### config.mk
export PLATFORM = sky130hd
export DESIGN_NAME = stream_mux_n
export DESIGN_NICKNAME = d
export VERILOG_FILES = /design/src/rtl/stream_mux_pkg.sv /design/src/rtl/rr_arbiter.sv /design/src/rtl/stream_mux_n.sv
export SDC_FILE = /design/constraint.sdc
export NUM_CORES = 1
export LEC_CHECK = 0
export ABC_AREA = 0
export ABC_CLOCK_PERIOD_IN_PS = 2200
export BUFFER_PORTS_ARGS = -buffer_cell sky130_fd_sc_hd__buf_2
export CAP_MARGIN = 30
export CORE_MARGIN = 1
export CORE_UTILIZATION = 35
export CTS_BUF_LIST = sky130_fd_sc_hd__clkbuf_16
export DETAILED_ROUTE_END_ITERATION = 10
export GPL_ROUTABILITY_DRIVEN = 0
export HOLD_SLACK_MARGIN = 0.03
export PLACE_DENSITY = 0.72
export SLEW_MARGIN = 10
export SYNTH_ARGS = -nofsm -noshare
export SYNTH_HDL_FRONTEND = slang
export SYNTH_SLANG_ARGS = --single-unit
### constraint.sdc
create_clock -name clk_i -period 2.2 [get_ports clk_i]
set_input_delay 0.11 -clock clk_i [delete_from_list [all_inputs] [get_ports clk_i]]
set_output_delay 0.11 -clock clk_i [all_outputs]
set_load 0.05 [all_outputs]
### src/rtl/stream_mux_pkg.sv
// Shared definitions for the N-channel stream multiplexer: mode values and FSM state encoding.
package stream_mux_pkg;

    localparam logic MODE_STATIC = 1'b0;
    localparam logic MODE_RR     = 1'b1;

    typedef enum logic {
        ST_IDLE   = 1'b0,
        ST_LOCKED = 1'b1
    } state_t;

endpackage

### src/rtl/rr_arbiter.sv
// Rotating-priority search: grants the first requesting channel after ptr, wrapping modulo CHANNELS.
module rr_arbiter #(
    parameter  int CHANNELS  = 4,
    localparam int SEL_WIDTH = $clog2(CHANNELS)
) (
    input  logic [CHANNELS-1:0]  req,
    input  logic [SEL_WIDTH-1:0] ptr,
    output logic                 gnt_valid,
    output logic [SEL_WIDTH-1:0] gnt_idx
);

    logic [SEL_WIDTH:0]   sum;
    logic [SEL_WIDTH-1:0] idx;

    // Walk offsets from farthest to nearest so the closest requester after ptr is the last to win.
    always_comb begin
        gnt_valid = 1'b0;
        gnt_idx   = '0;
        sum       = '0;
        idx       = '0;
        for (int i = CHANNELS; i >= 1; i--) begin
            sum = {1'b0, ptr} + (SEL_WIDTH+1)'(i);
            if (sum >= (SEL_WIDTH+1)'(CHANNELS)) begin
                sum = sum - (SEL_WIDTH+1)'(CHANNELS);
            end
            idx = sum[SEL_WIDTH-1:0];
            if (req[idx]) begin
                gnt_valid = 1'b1;
                gnt_idx   = idx;
            end
        end
    end

endmodule

### src/rtl/stream_mux_n.sv
// N-channel valid/ready stream mux with static or round-robin selection, per-packet grant lock
// and a registered output stage. Handshake: a beat moves on a cycle where valid and ready are both high.
module stream_mux_n
    import stream_mux_pkg::*;
#(
    parameter  int DATA_WIDTH = 8,
    parameter  int CHANNELS   = 4,
    localparam int SEL_WIDTH  = $clog2(CHANNELS)
) (
    input  logic                           clk_i,
    input  logic                           rst_i,
    input  logic                           mode_i,
    input  logic [SEL_WIDTH-1:0]           select_i,
    input  logic [CHANNELS-1:0]            s_valid_i,
    input  logic [CHANNELS*DATA_WIDTH-1:0] s_data_i,
    input  logic [CHANNELS-1:0]            s_last_i,
    output logic [CHANNELS-1:0]            s_ready_o,
    output logic                           m_valid_o,
    output logic [DATA_WIDTH-1:0]          m_data_o,
    output logic                           m_last_o,
    output logic [SEL_WIDTH-1:0]           m_sel_o,
    input  logic                           m_ready_i,
    output logic                           state_o
);

    state_t                state;
    logic [SEL_WIDTH-1:0]  grant;
    logic [SEL_WIDTH-1:0]  rr_ptr;

    logic                  arb_valid;
    logic [SEL_WIDTH-1:0]  arb_idx;
    logic                  cand_valid;
    logic [SEL_WIDTH-1:0]  cand_idx;

    logic                  sel_valid;
    logic [DATA_WIDTH-1:0] sel_data;
    logic                  sel_last;
    logic                  out_free;
    logic                  accept;
    logic                  consume;

    rr_arbiter #(
        .CHANNELS (CHANNELS)
    ) u_arb (
        .req       (s_valid_i),
        .ptr       (rr_ptr),
        .gnt_valid (arb_valid),
        .gnt_idx   (arb_idx)
    );

    // Static mode bypasses the arbiter; an out-of-range index simply never grants.
    always_comb begin
        cand_valid = 1'b0;
        cand_idx   = select_i;
        if (mode_i == MODE_RR) begin
            cand_valid = arb_valid;
            cand_idx   = arb_idx;
        end else if ({1'b0, select_i} < (SEL_WIDTH+1)'(CHANNELS)) begin
            cand_valid = s_valid_i[select_i];
        end
    end

    always_comb begin
        sel_valid = 1'b0;
        sel_data  = '0;
        sel_last  = 1'b0;
        for (int k = 0; k < CHANNELS; k++) begin
            if (grant == SEL_WIDTH'(k)) begin
                sel_valid = s_valid_i[k];
                sel_data  = s_data_i[k*DATA_WIDTH +: DATA_WIDTH];
                sel_last  = s_last_i[k];
            end
        end
    end

    assign out_free = !m_valid_o || m_ready_i;
    assign accept   = (state == ST_LOCKED) && sel_valid && out_free;
    assign consume  = m_valid_o && m_ready_i;
    assign state_o  = state;

    always_comb begin
        s_ready_o = '0;
        for (int k = 0; k < CHANNELS; k++) begin
            s_ready_o[k] = (state == ST_LOCKED) && (grant == SEL_WIDTH'(k)) && out_free;
        end
    end

    always_ff @(posedge clk_i or posedge rst_i) begin
        if (rst_i) begin
            state     <= ST_IDLE;
            grant     <= '0;
            rr_ptr    <= SEL_WIDTH'(CHANNELS - 1);
            m_valid_o <= 1'b0;
            m_data_o  <= '0;
            m_last_o  <= 1'b0;
            m_sel_o   <= '0;
        end else begin
            case (state)
                ST_IDLE: begin
                    if (cand_valid) begin
                        grant <= cand_idx;
                        state <= ST_LOCKED;
                    end
                end
                ST_LOCKED: begin
                    if (accept && sel_last) begin
                        state  <= ST_IDLE;
                        rr_ptr <= grant;
                    end
                end
                default: state <= ST_IDLE;
            endcase

            // A load and a consume in the same cycle replace the register and keep valid high.
            if (accept) begin
                m_valid_o <= 1'b1;
                m_data_o  <= sel_data;
                m_last_o  <= sel_last;
                m_sel_o   <= grant;
            end else if (consume) begin
                m_valid_o <= 1'b0;
            end
        end
    end

endmodule

======== After elaboration in Yosys (flattened, before gate mapping) ========
Index checks and enable logic that the tools add are counted.
operators by class
  $add $sub $neg .......................... 8
  multipliers ............................. 0
  divide/modulo/power cells ............... 0
  $lt $le $gt $ge ......................... 9
  equality and inequality tests ........... 3
  shift-type cells ........................ 0
  mux-type cells .......................... 41
  bitwise logic cells ..................... 1
  reductions and logical operators ........ 18
operator list
  kind                                                        count
  two-way mux 8 bit                                           4
  two-way mux 1 bit                                           22
  two-way mux 2 bit                                           9
  less-than comparator 2 x 3 -> 1 bit, second input constant  5
  >= comparator 3 bit, second input constant                  4
  logical AND 1 bit                                           12
  binary-select mux 1 bit (select 2 bit)                      5
  subtractor 2 x 1 -> 2 bit, second input constant            4
  adder 2 x 2 -> 3 bit, second input constant                 2
  equality test 2 bit, second input constant                  2
  AND reduction 2 bit                                         2
  adder 2 x 1 -> 3 bit, second input constant                 1
  adder 2 x 3 -> 3 bit, second input constant                 1
  equality test 2 x 1 -> 1 bit, second input constant         1
  zero test 2 bit                                             1
  one-hot mux 1 bit (2 select lines)                          1
  nonzero test 2 bit                                          1
  zero test 1 bit                                             1
  logical OR 1 bit                                            1
  NOT 1 bit                                                   1
word-level totals
  register bits after elaboration ......... 17
  bits in latches ......................... 0
  bits in writable memories ............... 0
  memory bits (read-only) ................. 0
  input bits .............................. 46
  output and inout bits ................... 17
  word-level logic and storage cells ...... 87
  memories ................................ 0

======== Logic depth before layout (Yosys ltp) ========
  depth after elaboration ................. 12
  depth in mapped cells ................... 6
  gate-level depth less buffers ........... 5

======== Cells and area by module ========
Synthesis repeated with hierarchy kept, for this count alone.
unflattened totals
  cells, all modules ...................... 84
  area total of the unflattened synthesis .. 1162.4 µm²
by module, submodules not included
  module        instances  cells an instance  area each (µm²)  sequential area each (µm²)
  stream_mux_n  1          70                 1071.0           427.9
  rr_arbiter    1          14                 91.3             0.0

======== Least setup slack after synthesis ========
No wires, ideal clock.
  path type ............................... flip-flop to output port
  start ................................... reg m_valid_o
  end ..................................... out s_ready_o[0]
  arrival ................................. 1.867 ns
  data required time ...................... 2.090 ns
  setup slack ............................. 0.223 ns
  cell stages (with the launch flop) ...... 4
  path buffers ............................ 0
  cells stage by stage .................... dfrtp_1 nand2b_1 nand2_1 nor3_1
on the way
  word-level cells in the longest chain between the ends .. 3
RTL lines
  what                      RTL line             source
  start: declaration        stream_mux_n.sv:18   output logic m_valid_o,
  start signal: assignment  stream_mux_n.sv:93   m_valid_o <= 1'b0;
  start signal: assignment  stream_mux_n.sv:116  m_valid_o <= 1'b1;
  start signal: assignment  stream_mux_n.sv:121  m_valid_o <= 1'b0;
  zero test 1 bit           stream_mux_n.sv:76   assign out_free = !m_valid_o || m_ready_i;
  logical OR 1 bit          stream_mux_n.sv:76
  logical AND 1 bit         stream_mux_n.sv:84   s_ready_o[k] = (state == ST_LOCKED) && (grant == SEL_WIDTH'(k)) && out_free;
  end: declaration          stream_mux_n.sv:17   output logic [CHANNELS-1:0] s_ready_o,
No other way between the ends.

======== Final worst setup path ========
  start ................................... reg grant[0]
  end ..................................... reg m_data_o[4]
on the way
  word-level cells in the longest chain between the ends .. 7
  elaborated cells on any way between the ends .. 14
  classes of those cells .................. 3 x eq/ne; 8 x mux; 3 x reduce/logical
RTL lines
  what                            RTL line             source
  start: declaration              stream_mux_n.sv:27   logic [SEL_WIDTH-1:0] grant;
  start signal: assignment        stream_mux_n.sv:101  grant <= cand_idx;
  zero test 2 bit                 stream_mux_n.sv:68   if (grant == SEL_WIDTH'(k)) begin
  two-way mux 1 bit (4 in a row)  stream_mux_n.sv:68
  logical AND 1 bit (2 in a row)  stream_mux_n.sv:77   assign accept = (state == ST_LOCKED) && sel_valid && out_free;
  end signal: assignment          stream_mux_n.sv:117  m_data_o <= sel_data;
  end: declaration                stream_mux_n.sv:19   output logic [DATA_WIDTH-1:0] m_data_o,
Several ways; a longest one is shown, not always the timed one.
A chain may end at the register's enable or synchronous reset.

==> flow_summary_export.csv <==
group,metric,value,unit
worst_setup_path,startpoint,"grant[0]",
grt,grt_pass1_wl,4870,um
pwr,ir_worst_vdd,0.459,mV
layout,nFillCells,297,
worst_setup_path,crit_fanout,12,
floorplan,row_count,20,
grt,grt_max_degree,18,
grt,grt_use_met1,0.220,
pwr,internal-power,1.33,mW
routing,antenna_left,0,
routing,routedWlPerCell,14.9,um
floorplan,die-width,59.6,um
routing,wirelength,3040,um
layout,n_antenna_cell,0,
floorplan,start_util,0.374,
worst_hold_path,hold_path_depth,3,
worst_setup_path,r2r_end,"m_data_o[4]",
pwr,clkPwrFrac,0.139,
synth,yosysSeqAreaShare,0.369,
grt,use_met2,0.337,
layout,seqCellArea,428,um2
placed_design,io_buffer_count,62,
clock_tree,cts_sinks,17,
timing,clock_skew,0.00224,ns
grt,use_met3,0.0371,
timing,slew_viol_final,0,
timing,fmax,0.573,GHz
worst_setup_path,cp-end-kind,"flop",
worst_setup_path,cp-start-kind,"flop",
floorplan,coreArea,3100,um2
clock_tree,insertion_delay,0.24,ns
synth,synth_fp_nets,143,
routing,drt_iter0_markers,15,
grt,grt.busiest_layer,"met2",
layout,final_common_cell,"buf_2",
synth,avgSynthCellArea,12.0,um2
synth,synth_flop_cell,"dfrtp_1",
synth,yosysWarnings,0,
clock_tree,cts_buffer_depth,2,
timing,rsz0062_at_grt,"no",
pwr,swShare,0.478,
timing,fin_setup_tns,0,ns
pwr,p_total,2.55,mW
pwr,p_leak,0.783,nW
run_status,status,"finished, final reports clean",
worst_setup_path,crit_required,2.32,ns
worst_setup_path,crit_arrival,1.87,ns
worst_setup_path,rr_worst_depth,3,
placed_design,dpl.hpwl,2360,um
synth,synth_edf_count,0,
pwr,powerDensity,1620,nW/um2
synth,yosysUniqueCellTypes,35,
synth,synthCells,97,
pwr,seqPwrFrac,0.246,
clock_tree,cts_buffers,3,
synth,synth_seq_cells,17,
worst_hold_path,min_from,"m_ready_i",
worst_hold_path,hold_path.class,"input port to flop",
floorplan,dieArea,3550,um2
floorplan,io-pin-count,63,
flow_run,maxCapViolations,0,
routing,firstDrtPassIters,4,
timing,worst_pin_slew,0.632,ns
worst_hold_path,holdPathEnd,"m_valid_o",
worst_setup_path,rr_startpoint,"grant[0]",
clock_tree,path_clk_slew,0.05,ns
layout,drive_gt1_frac,0.569,
routing,routed_via_density,5.27,
layout,synthToLayoutAreaGrowth,35.9,%
layout,multi_input_area,658,um2
grt,track_usage,0.190,
clock_tree,cts_root_buf,"clkbuf_16",
pwr,comb_power_share,0.615,
timing,setup_violations,0,
worst_setup_path,ff2ff_setup_slack,0.46,ns
pwr,p_switching,1.22,mW
clock_tree,cts_tree,"yes",
grt,grt-ovfl-total,0,
worst_setup_path,critPathKind,"flop to flop",
layout,final_cell_area,1580,um2
grt,antenna_found_initial,0,
timing,relSlewSlack,0.578,
floorplan,die-height,59.6,um
timing,finalHoldViolCount,0,
routing,vias,1075,
synth,syn_area,1160,um2
synth,async_flop_share,1.00,
routing,post-route-drc-count,0,
layout,mostFrequentLayoutCells,"buf_2 (62), dfrtp_1 (15), nand2_1 (10)",
placed_design,placed_area,1490,um2
clock_tree,htreeDepth,1,
grt,grt_pass1_vias,1063,
layout,nNetsFinal,207,
timing,fin_crit_sh,0.793,
timing,fin_crit,1.74,ns
-- stage by stage --
step	util	worst slack [ns]	instances	hold slack, ns
after floorplan	-	0.223	97	0.0346
final	0.508	0.456	204	0.148
after CTS	0.508	0.446	204	0.146
after global placement	0.480	0.496	199	0.215
after global routing	0.508	0.304	204	0.161
after detailed placement	0.480	0.472	199	0.231
-- state kept, by name, summed over array words and instances, names as in the netlist --
| name | cells |
|---|---|
| m_data_o | 8 |
| grant | 2 |
| m_sel_o | 2 |
| rr_ptr | 2 |
| m_last_o | 1 |
| m_valid_o | 1 |
| state_o | 1 |
-- cell families after synthesis --
kind of cell	after synthesis	share of synthesized area
AOI/OAI and AO/OA	22	0.128
and+or+nand+nor	23	0.0948
DFF	17	0.369
buffers and inverters	12	0.0647
muxes	23	0.344
-- power by group through the flow --
stage	registers [mW]	logic [mW]	clock network, mW
final	0.628	1.57	0.354
after global placement	0.624	1.54	0
after detailed placement	0.629	1.56	0
after floorplan	1.01	0.911	0
after CTS	0.627	1.58	0.364
after global routing	0.650	1.67	0.379
-- layout make-up --
class / instances / share of cell area
Clock buffer: 3 / 0.0476
Clock inverter: 1 / 0.00238
Inverter: 6 / 0.0143
Multi-Input combinational cell: 68 / 0.417
Sequential cell: 17 / 0.271
Tap cell: 44 / 0.0349
Timing Repair Buffer: 65 / 0.213
-- cells in the mapped netlist, types with 2 or more instances --
master	count	area, um2
nor2_1	4	15.0
mux2_2	4	45.0
o21ai_0	7	35.0
mux2i_1	2	20.0
mux4_2	9	203
a21oi_1	3	15.0
buf_2	2	10.0
nand2_1	10	37.5
dfstp_2	2	52.6
nand3_1	2	10.0
dfrtp_1	15	375
inv_1	5	18.8
nor3_1	2	10.0
a2111oi_0	2	17.5
a211oi_1	2	15.0
mux2_4	7	105
-- metal layers --
metal / part of all wire / up-vias / wire length, um
li1: - / 498 / -
met1: 0.40 / 528 / 1220
met2: 0.51 / 47 / 1540
met3: 0.082 / 2 / 248
met4: 0.0089 / 0 / 27
met5: 0 / - / 0
-- timing repair --
item,in CTS,in global routing
hold endpoints to repair,15,0
setup buffers,0,0
hold buffers,1,0
gates resized for setup,0,0
-- worst max-delay path by stage --
stage | endpoint | depth (start not counted)
CTS | m_data_o[4] | 3
global route | grant[0] | 5
finish | m_data_o[4] | 3
global placement | m_data_o[4] | 3
floorplan | s_ready_o[0] | 3
detailed placement | m_data_o[4] | 3
-- worst max-delay path, cell delays in order, from the launching register on --
cell and delay, ns:
dfrtp_1 0.46, mux4_2 0.59, nand2_4 0.20, mux2_2 0.37
(Power assumes the default switching activity.)
